==> config.mk <==
export PLATFORM = sky130hd
export DESIGN_NAME = npu_instr_sequencer
export DESIGN_NICKNAME = d
export VERILOG_FILES = /design/src/rtl/npu_instr_sequencer.sv
export SDC_FILE = /design/constraint.sdc
export NUM_CORES = 1
export LEC_CHECK = 0
export ABC_AREA = 1
export CAP_MARGIN = 0
export CORE_ASPECT_RATIO = 1.1
export CORE_MARGIN = 8
export CORE_UTILIZATION = 43
export DETAILED_ROUTE_END_ITERATION = 6
export GPL_TIMING_DRIVEN = 0
export PLACE_DENSITY = 0.77
export SLEW_MARGIN = 15
export SYNTH_ARGS = -nofsm -noshare
export SYNTH_HDL_FRONTEND = slang
export SYNTH_SLANG_ARGS = --single-unit
==> constraint.sdc <==
create_clock -name clk -period 1.4 [get_ports clk]
set_input_delay 0.28 -clock clk [delete_from_list [all_inputs] [get_ports clk]]
set_output_delay 0.28 -clock clk [all_outputs]
set_load 0.03 [all_outputs]
==> src/rtl/npu_instr_sequencer.sv <==
// rtl/npu_instr_sequencer.sv - fetches NPU instructions from imem and issues them, draining after MV_MUL.
// Optional stall/wait cycle counter output is enabled by defining SEQ_PERF_CNT_EN.
`ifndef INSTR_WIDTH
`define INSTR_WIDTH 32
`endif
`ifndef OPCODE_WIDTH
`define OPCODE_WIDTH 5
`endif
`ifndef MV_MUL
`define MV_MUL 2
`endif

module npu_instr_sequencer #(
  parameter int                      INSTR_WIDTH  = `INSTR_WIDTH,
  parameter int                      OPCODE_WIDTH = `OPCODE_WIDTH,
  parameter int                      IMEM_AWIDTH  = 8,
  parameter int                      MVM_LATENCY  = 12,
  parameter logic [OPCODE_WIDTH-1:0] END_OPCODE   = {OPCODE_WIDTH{1'b1}},
  parameter logic [INSTR_WIDTH-1:0]  NOP_INSTR    = '0
) (
  input  logic                   clk,
  input  logic                   reset_npu_n,
  input  logic                   start,
  input  logic [IMEM_AWIDTH-1:0] start_pc,
  input  logic                   npu_stall,
  output logic [IMEM_AWIDTH-1:0] imem_addr,
  output logic                   imem_en,
  input  logic [INSTR_WIDTH-1:0] imem_rdata,
  output logic [INSTR_WIDTH-1:0] instruction,
  output logic                   instr_valid,
  output logic                   busy,
  output logic                   done,
  output logic                   err,
  output logic [15:0]            issued_count
`ifdef SEQ_PERF_CNT_EN
  ,
  output logic [15:0]            stall_cycles
`endif
);

  localparam int CW = (MVM_LATENCY < 2) ? 1 : $clog2(MVM_LATENCY + 1);

  typedef enum logic [2:0] {IDLE, PRIME, ISSUE, WAIT, DRAIN} state_t;

  state_t                  state;
  logic [IMEM_AWIDTH-1:0]  pc;
  logic [CW-1:0]           wait_cnt;
  logic                    wrapped;
  logic [OPCODE_WIDTH-1:0] opcode;
  logic                    is_end;
  logic                    is_mvm_wait;
  logic                    fetch;

  assign opcode      = imem_rdata[INSTR_WIDTH-1 -: OPCODE_WIDTH];
  assign is_end      = (opcode == END_OPCODE);
  assign is_mvm_wait = (MVM_LATENCY > 0) && (opcode == OPCODE_WIDTH'(`MV_MUL));

  // pc always names the next word to read; imem_rdata holds the word at pc-1 while in ISSUE.
  // The read enable must drop in the same cycle as a stall so the memory output holds the pending word.
  assign fetch = (state == PRIME)
               || (state == ISSUE && !npu_stall && !is_end && !is_mvm_wait && !wrapped)
               || (state == WAIT && wait_cnt == CW'(1));

  assign imem_en   = fetch;
  assign imem_addr = pc;

  always_ff @(posedge clk or negedge reset_npu_n) begin
    if (!reset_npu_n) begin
      state        <= IDLE;
      pc           <= '0;
      wait_cnt     <= '0;
      wrapped      <= 1'b0;
      instruction  <= NOP_INSTR;
      instr_valid  <= 1'b0;
      busy         <= 1'b0;
      done         <= 1'b0;
      err          <= 1'b0;
      issued_count <= '0;
    end else begin
      instr_valid <= 1'b0;
      instruction <= NOP_INSTR;
      done        <= 1'b0;
      if (fetch) begin
        pc <= pc + IMEM_AWIDTH'(1);
        if (&pc) wrapped <= 1'b1;
      end
      case (state)
        IDLE: begin
          if (start) begin
            pc           <= start_pc;
            wrapped      <= 1'b0;
            busy         <= 1'b1;
            err          <= 1'b0;
            issued_count <= '0;
            state        <= PRIME;
          end
        end
        PRIME: state <= ISSUE;
        ISSUE: begin
          if (!npu_stall) begin
            if (is_end) begin
              busy  <= 1'b0;
              done  <= 1'b1;
              state <= DRAIN;
            end else begin
              instruction <= imem_rdata;
              instr_valid <= 1'b1;
              if (issued_count != 16'hFFFF) issued_count <= issued_count + 16'd1;
              // The word at the top address was just issued; continuing would wrap.
              if (wrapped) begin
                err   <= 1'b1;
                busy  <= 1'b0;
                done  <= 1'b1;
                state <= DRAIN;
              end else if (is_mvm_wait) begin
                wait_cnt <= CW'(MVM_LATENCY);
                state    <= WAIT;
              end
            end
          end
        end
        WAIT: begin
          wait_cnt <= wait_cnt - CW'(1);
          if (wait_cnt == CW'(1)) state <= ISSUE;
        end
        DRAIN:   state <= IDLE;
        default: state <= IDLE;
      endcase
    end
  end

`ifdef SEQ_PERF_CNT_EN
  always_ff @(posedge clk or negedge reset_npu_n) begin
    if (!reset_npu_n) begin
      stall_cycles <= '0;
    end else if (state == IDLE && start) begin
      stall_cycles <= '0;
    end else if (((state == ISSUE && npu_stall) || state == WAIT) && stall_cycles != 16'hFFFF) begin
      stall_cycles <= stall_cycles + 16'd1;
    end
  end
`endif

endmodule

# ---- Word level (Yosys, flattened, before mapping)
# Index checks and enable logic that the tools add are counted.
dict set report totals {
  memories 0
  ramBits 0
  regBits 68
  output_inout_bits 61
  in_bits 44
  latch_bits 0
  mem_bits_ro 0
}
dict set report classes {
  n_mux 44
  n_eq_ne 17
  n_addsub 3
  multipliers 0
  n_reduce_logical 20
  shifts 0
  magnitude_cmp 0
  bitwise 0
  n_div 0
}
# operator n
set op_table {}
lappend op_table {{32-bit 2-to-1 mux} 3}
lappend op_table {{16-bit 2-to-1 mux} 4}
lappend op_table {{16-bit one-hot mux with 2 select lines} 1}
lappend op_table {{8-bit 2-to-1 mux} 3}
lappend op_table {{1-bit 2-to-1 mux} 19}
lappend op_table {{3-bit 2-to-1 mux} 6}
lappend op_table {{16-bit by 1-bit adder with 16-bit output (second input constant)} 1}
lappend op_table {{4-bit 2-to-1 mux} 4}
lappend op_table {{16-bit inequality test (second input constant)} 1}
lappend op_table {{5-bit AND reduction} 3}
lappend op_table {{2-bit inequality test (second input constant)} 6}
lappend op_table {{3-bit one-hot mux with 4 select lines} 1}
lappend op_table {{8-bit by 1-bit adder with 8-bit output (second input constant)} 1}
lappend op_table {{4-bit one-hot mux with 2 select lines} 1}
lappend op_table {{4-bit AND reduction} 2}
lappend op_table {{8-bit AND reduction} 1}
lappend op_table {{3-bit by 2-bit equality test with 1-bit output (second input constant)} 2}
lappend op_table {{5-bit by 2-bit equality test with 1-bit output (second input constant)} 1}
lappend op_table {{5-bit equality test (second input constant)} 1}
lappend op_table {{1-bit logical AND} 5}
lappend op_table {{4-bit by 1-bit equality test with 1-bit output (second input constant)} 1}
lappend op_table {{1-bit logical NOT} 4}
lappend op_table {{2-bit by 1-bit inequality test with 1-bit output (second input constant)} 2}
lappend op_table {{4-bit inequality test (second input constant)} 1}
lappend op_table {{7 further kinds} 10}

# ---- Depth between registers and ports, before layout
dict set report depth {
  depth_word 10
  ltp_mapped 11
  mapped_depth_nobuf 11
}

# ---- Worst setup path after synthesis
# OpenSTA, ideal clock, no wires.
dict set report synth_path {
  kind {flip-flop to flip-flop}
  from {register issued_count[0]}
  to {register issued_count[12]}
  path_stages_with_launch 11
  setup_ps 74
  setup_slack_ps -390
  period_less_slack_ps 1790
  n_path_buf 1
  required_time_ps 1326
  t_arrival_ps 1716
  cell_sequence {dfrtp_1 ha_1 nand3_2 nor2_2 nand2_2 nor2_4 nand3b_4 nand2_8 buf_12 nand2_1 o21ai_2}
}
dict set report synth_via {
  elab_chain_cells 5
  elab_cells_between_ends 8
  classes_between {add/sub: 1; eq/ne: 2; mux: 4; reduce/logical: 1}
}
# element line_no
set synth_rtl {}
lappend synth_rtl {{start: declaration} 34} ;# output logic [15:0] issued_count
lappend synth_rtl {{start signal: assignment} 108} ;# if (issued_count != 16'hFFFF) issued_count <= issued_count + 16'd1;
lappend synth_rtl {{16-bit by 1-bit adder with 16-bit output} 108}
lappend synth_rtl {{16-bit 2-to-1 mux} 108}
lappend synth_rtl {{16-bit 2-to-1 mux} 101} ;# if (is_end) begin
lappend synth_rtl {{16-bit 2-to-1 mux} 100} ;# if (!npu_stall) begin
lappend synth_rtl {{16-bit one-hot mux with 2 select lines} 87} ;# case (state)
# Several ways; a longest one is shown, not always the timed one. The select of a mux whose other input is x is not followed.
# A chain may end at the register's enable or synchronous reset.

# ---- Worst setup path in the final report
dict set report layout_path {
  from {input imem_rdata[27]}
  to {output imem_en}
}
dict set report layout_via {
  elab_chain_cells 7
  elab_cells_between_ends 9
  classes_between {eq/ne: 2; reduce/logical: 7}
}
# element line_no
set layout_rtl {}
lappend layout_rtl {{start: declaration} 28} ;# input logic [INSTR_WIDTH-1:0] imem_rdata,
lappend layout_rtl {{5-bit equality test} 55} ;# assign is_end = (opcode == END_OPCODE);
lappend layout_rtl {{1-bit logical NOT} 61} ;# || (state == ISSUE && !npu_stall && !is_end && !is_mvm_wait && !wrapped)
lappend layout_rtl {{1-bit logical AND} 61}
lappend layout_rtl {{1-bit logical AND * (2 in series)} 61}
lappend layout_rtl {{1-bit logical OR *} 61}
lappend layout_rtl {{1-bit logical OR *} 62} ;# || (state == WAIT && wait_cnt == CW'(1));
lappend layout_rtl {{end: declaration} 27} ;# output logic imem_en,
# Every way passes the cells marked *; elsewhere a longest branch is shown, timed or not.

==> impl_results.md <==
- LEAKAGE: 2.643 nW
- Total Routed Length: 9692 um
- Rel. slew slack: 0.7348
- Gate Count Post-Synth: 419
- Mean Syn Cell Area: 8.293 sq um
- Crit path largest cell delay: 500 ps
- Worst EP arrival: 1420 ps
- Clk network pwr share: 0.188
- P_int: 5.156 mW
- Synth Warn #: 0
- Tightest Hold Check Type: input port to flip-flop
- Buffers on Ports: around 100
- Hold Fails Final Rpt: 0
- Via density: 4.697
- Final setup viols: 39
- CTS tree: done
- Max Clock Skew: 10.35 ps
- Largest net degree at the start of global routing: 60
- Fillers: 620
- Pre-CTS WS: -1108 ps
- Syn nets: 467
- Tot GR Track Use: 0.1713
- Power, Total: 9.062 mW
- Violated checks: negative setup slack
- Critical-path cell list: clkdlybuf4s50_1 > inv_1 > nand2_1 > nor2_2 > nor2_2 > nand2_4 > nand2_8 > buf_6
- Total CTS buffers: 9
- Peak supply drop: 0.9315 mV
- CP required: approximately 1100 ps
- Number of global-route vias before repair: about 3.3k
- Core Box Area: 0.007870 sq mm
- Worst-Skew Late Latency: 350 ps
- Synthesis-stage register bit count: 68
- Detailed placement HPWL: 6665 um
- Crit-path most repeated cell: nor2_2
- Switching pwr: 3.906 mW
- Layout cell share with drive strength beyond 1: 0.3063
- Main flop type after synthesis: dfrtp_1
- Max Fclk: 588.6 MHz
- Die W: 101.7 um
- Layout area overhead: 50.49%
- Crit path kind: input port to primary output
- Routed length per instance: between 10 and 15 um
- Maximum fanout along the worst path: 2
- Register Area: 0.001722 sq mm
- Worst-path clk slew: around 90 ps
- Area leader, netlist: dfrtp_1
- Netlist cell types: 33
- Count leader, synth: nand2_1
- Chip Height: roughly 110 um
- Yosys top cell area share: 0.4897
- Gr ovfl total: 0
- Global-route wire length before repair: 15100 um
- Number of flops mapped to enable cells by yosys: 0
- Asr flop ratio synth: 1.000
- Slew Limit Fails: 0
- Net Sw Frac: 0.4311
- Comb pwr share: 0.510
- Cell Count, Final, Fillers Out: 677
- Initial Util: 0.4415
- DRC violations left: 0
- Bufs on Longest Clock Path: 2
- Worst slew pin tran: 392.8 ps
- Commonest cells post-synth: nand2_1 (89), dfrtp_1 (68), inv_1 (66)
- DR iter-0 viols: 123
- CP Capture Type: primary output
- RSZ-0062 raised after global routing: true
- Mapped Area: 0.003475 sq mm
- # clock sinks: 68
- Cell family with most CP delay: buffers and inverters
- GP Congestion: about 0.9
- PnR worst setup slack: -299.0 ps
- WP buf/inv: 3
- Post-layout min period: 1699 ps
- Cell Pwr Density: 1733 mW/mm^2
- Multi-input logic area: 0.001574 sq mm
- Post-DRT Antenna Nets: 0
- Outcome: complete, but fails checks
- Vias: 3180
- H-tree levels: 3
- # IOs: ~110
- Synth area leaders: dfrtp_1 (49%), nand2_1 (9.6%), inv_1 (7.1%)
- Worst Setup Start Kind: input port
- Die area: 0.01122 sq mm
- Sequential area share after synthesis: 0.4897
- Post-placement cell count: between 600 and 700
- Row cnt: 34
- Period utilisation layout: 1.214
- Initial antenna violation count: 1
- Clk Tree Root Cell: clkbuf_8
- Sequential Power Share: 0.302
- Max cap viols: 0
- Final Net Count: 611
- Max stage delay cell, worst path: clkdlybuf4s50_1
- First-pass DRT Iterations: 4
-- metrics by stage --
stage	util	instance area (sq um)	hold WS [ps]	TNS (ps)
4_1_cts	0.6483	5102	307.6	-5163
5_1_grt	0.6644	5229	222.4	-9236
6_report	0.6644	5229	219.0	-5508
3_3_place_gp	0.5967	4696	508.8	-181410
3_5_place_dp	0.5998	4721	130.7	-28120
2_1_floorplan	-	3520	-15.59	-3192
-- power by group through the flow --
stage | clock network [mW] | registers (mW) | logic (mW)
2_1_floorplan | 0 | 3.34 | 1.98
3_3_place_gp | 0 | 2.75 | 3.80
3_5_place_dp | 0 | 2.77 | 3.91
4_1_cts | 1.73 | 2.73 | 4.24
5_1_grt | 1.81 | 2.80 | 5.07
6_report | 1.71 | 2.73 | 4.62
-- kinds of logic after synthesis --
logic type                 Yosys count  share of synthesized area
adders and majority gates            4                    0.01440
AOI/OAI and AO/OA                   31                    0.05726
buffers and inverters               79                    0.09687
xor gates and xnor gates            14                    0.03529
DFF                                 68                     0.4897
and+or+nand+nor                    223                     0.3064
-- final timing paths --
| check | from | to | slack (ps) | cells past startpoint |
|---|---|---|---|---|
| worst max-delay path | imem_rdata[27] | imem_en | -300 | 8 |
| worst max register to register | state[0]$_DFFE_PN0P_ | issued_count[14]$_DFFE_PN0P_ | -280 | 11 |
| max in group asynchronous | reset_npu_n | imem_addr[3]$_DFF_PN0_ | 540 | 3 |
| worst min-delay path | imem_rdata[28] | instruction[28]$_DFF_PN0_ | 220 | 3 |
| min in group asynchronous | reset_npu_n | issued_count[4]$_DFFE_PN0P_ | 320 | 2 |
| worst min register to register | err$_DFFE_PN0P_ | err$_DFFE_PN0P_ | 520 | 2 |
-- cell type report --
| class | instances | share of cell area |
|---|---|---|
| well taps | 108 | 0.02584 |
| multi-input cells | 272 | 0.3010 |
| inverters | 72 | 0.05312 |
| plain buffers | 7 | 0.01723 |
| clock buffers | 9 | 0.02369 |
| flip-flops and latches | 68 | 0.3293 |
| diodes | 1 | 0.0004786 |
| clock inverters | 7 | 0.01579 |
| repair buffers | 133 | 0.2335 |
-- flip-flops by register name, summed over array words and instances, names as in the netlist --
name	cells
busy	1
done	1
err	1
imem_addr	8
instr_valid	1
instruction	32
issued_count	16
state	3
wait_cnt	4
wrapped	1
-- routing by layer --
| layer | vias up | track usage | part of all wire |
|---|---|---|---|
| li1 | 1566 | - | - |
| met1 | 1485 | 0.1747 | 0.38 |
| met2 | 114 | 0.2889 | 0.49 |
| met3 | 15 | 0.09296 | 0.12 |
| met4 | 0 | 0.06709 | 0.015 |
| met5 | - | 0 | 0 |
-- repair_timing --
item | 4_1_cts | 5_1_grt
cloned | 0 | 5
buffers inserted | 16 | 6
pin swaps | 12 | 12
resized for setup | 171 | 78
endpoints found under the hold margin | 9 | 0
endpoints found under the setup margin | 98 | 100
hold buffers | 1 | 0
-- worst min-delay path, stage by stage --
cell,delay (ps)
dlymetal6s2s_1,160
inv_1,60
nor2_1,40
-- cell usage in the layout, fill, tap and decap left out, types with 4 or more instances in the layout --
master / Yosys / routed
buf_2: 3 / 18
buf_4: 1 / 23
buf_6: 0 / 7
clkbuf_2: 0 / 4
clkbuf_8: 0 / 9
clkdlybuf4s15_1: 0 / 22
clkdlybuf4s15_2: 0 / 6
clkdlybuf4s50_1: 0 / 37
dfrtp_1: 68 / 52
dfrtp_2: 0 / 16
dlygate4sd2_1: 0 / 15
inv_1: 66 / 63
inv_2: 6 / 7
nand2_1: 89 / 80
nand2_2: 16 / 24
nand3_1: 29 / 28
nand4_1: 6 / 6
nor2_1: 57 / 45
nor2_2: 3 / 11
nor2_4: 5 / 9
nor3_1: 5 / 5
o21ai_0: 8 / 5
o21ai_1: 7 / 8
o21ai_2: 8 / 10
or2_2: 5 / 5
xnor2_1: 6 / 6
xor2_1: 8 / 8
No activity file was read; power rests on OpenSTA's default activity.
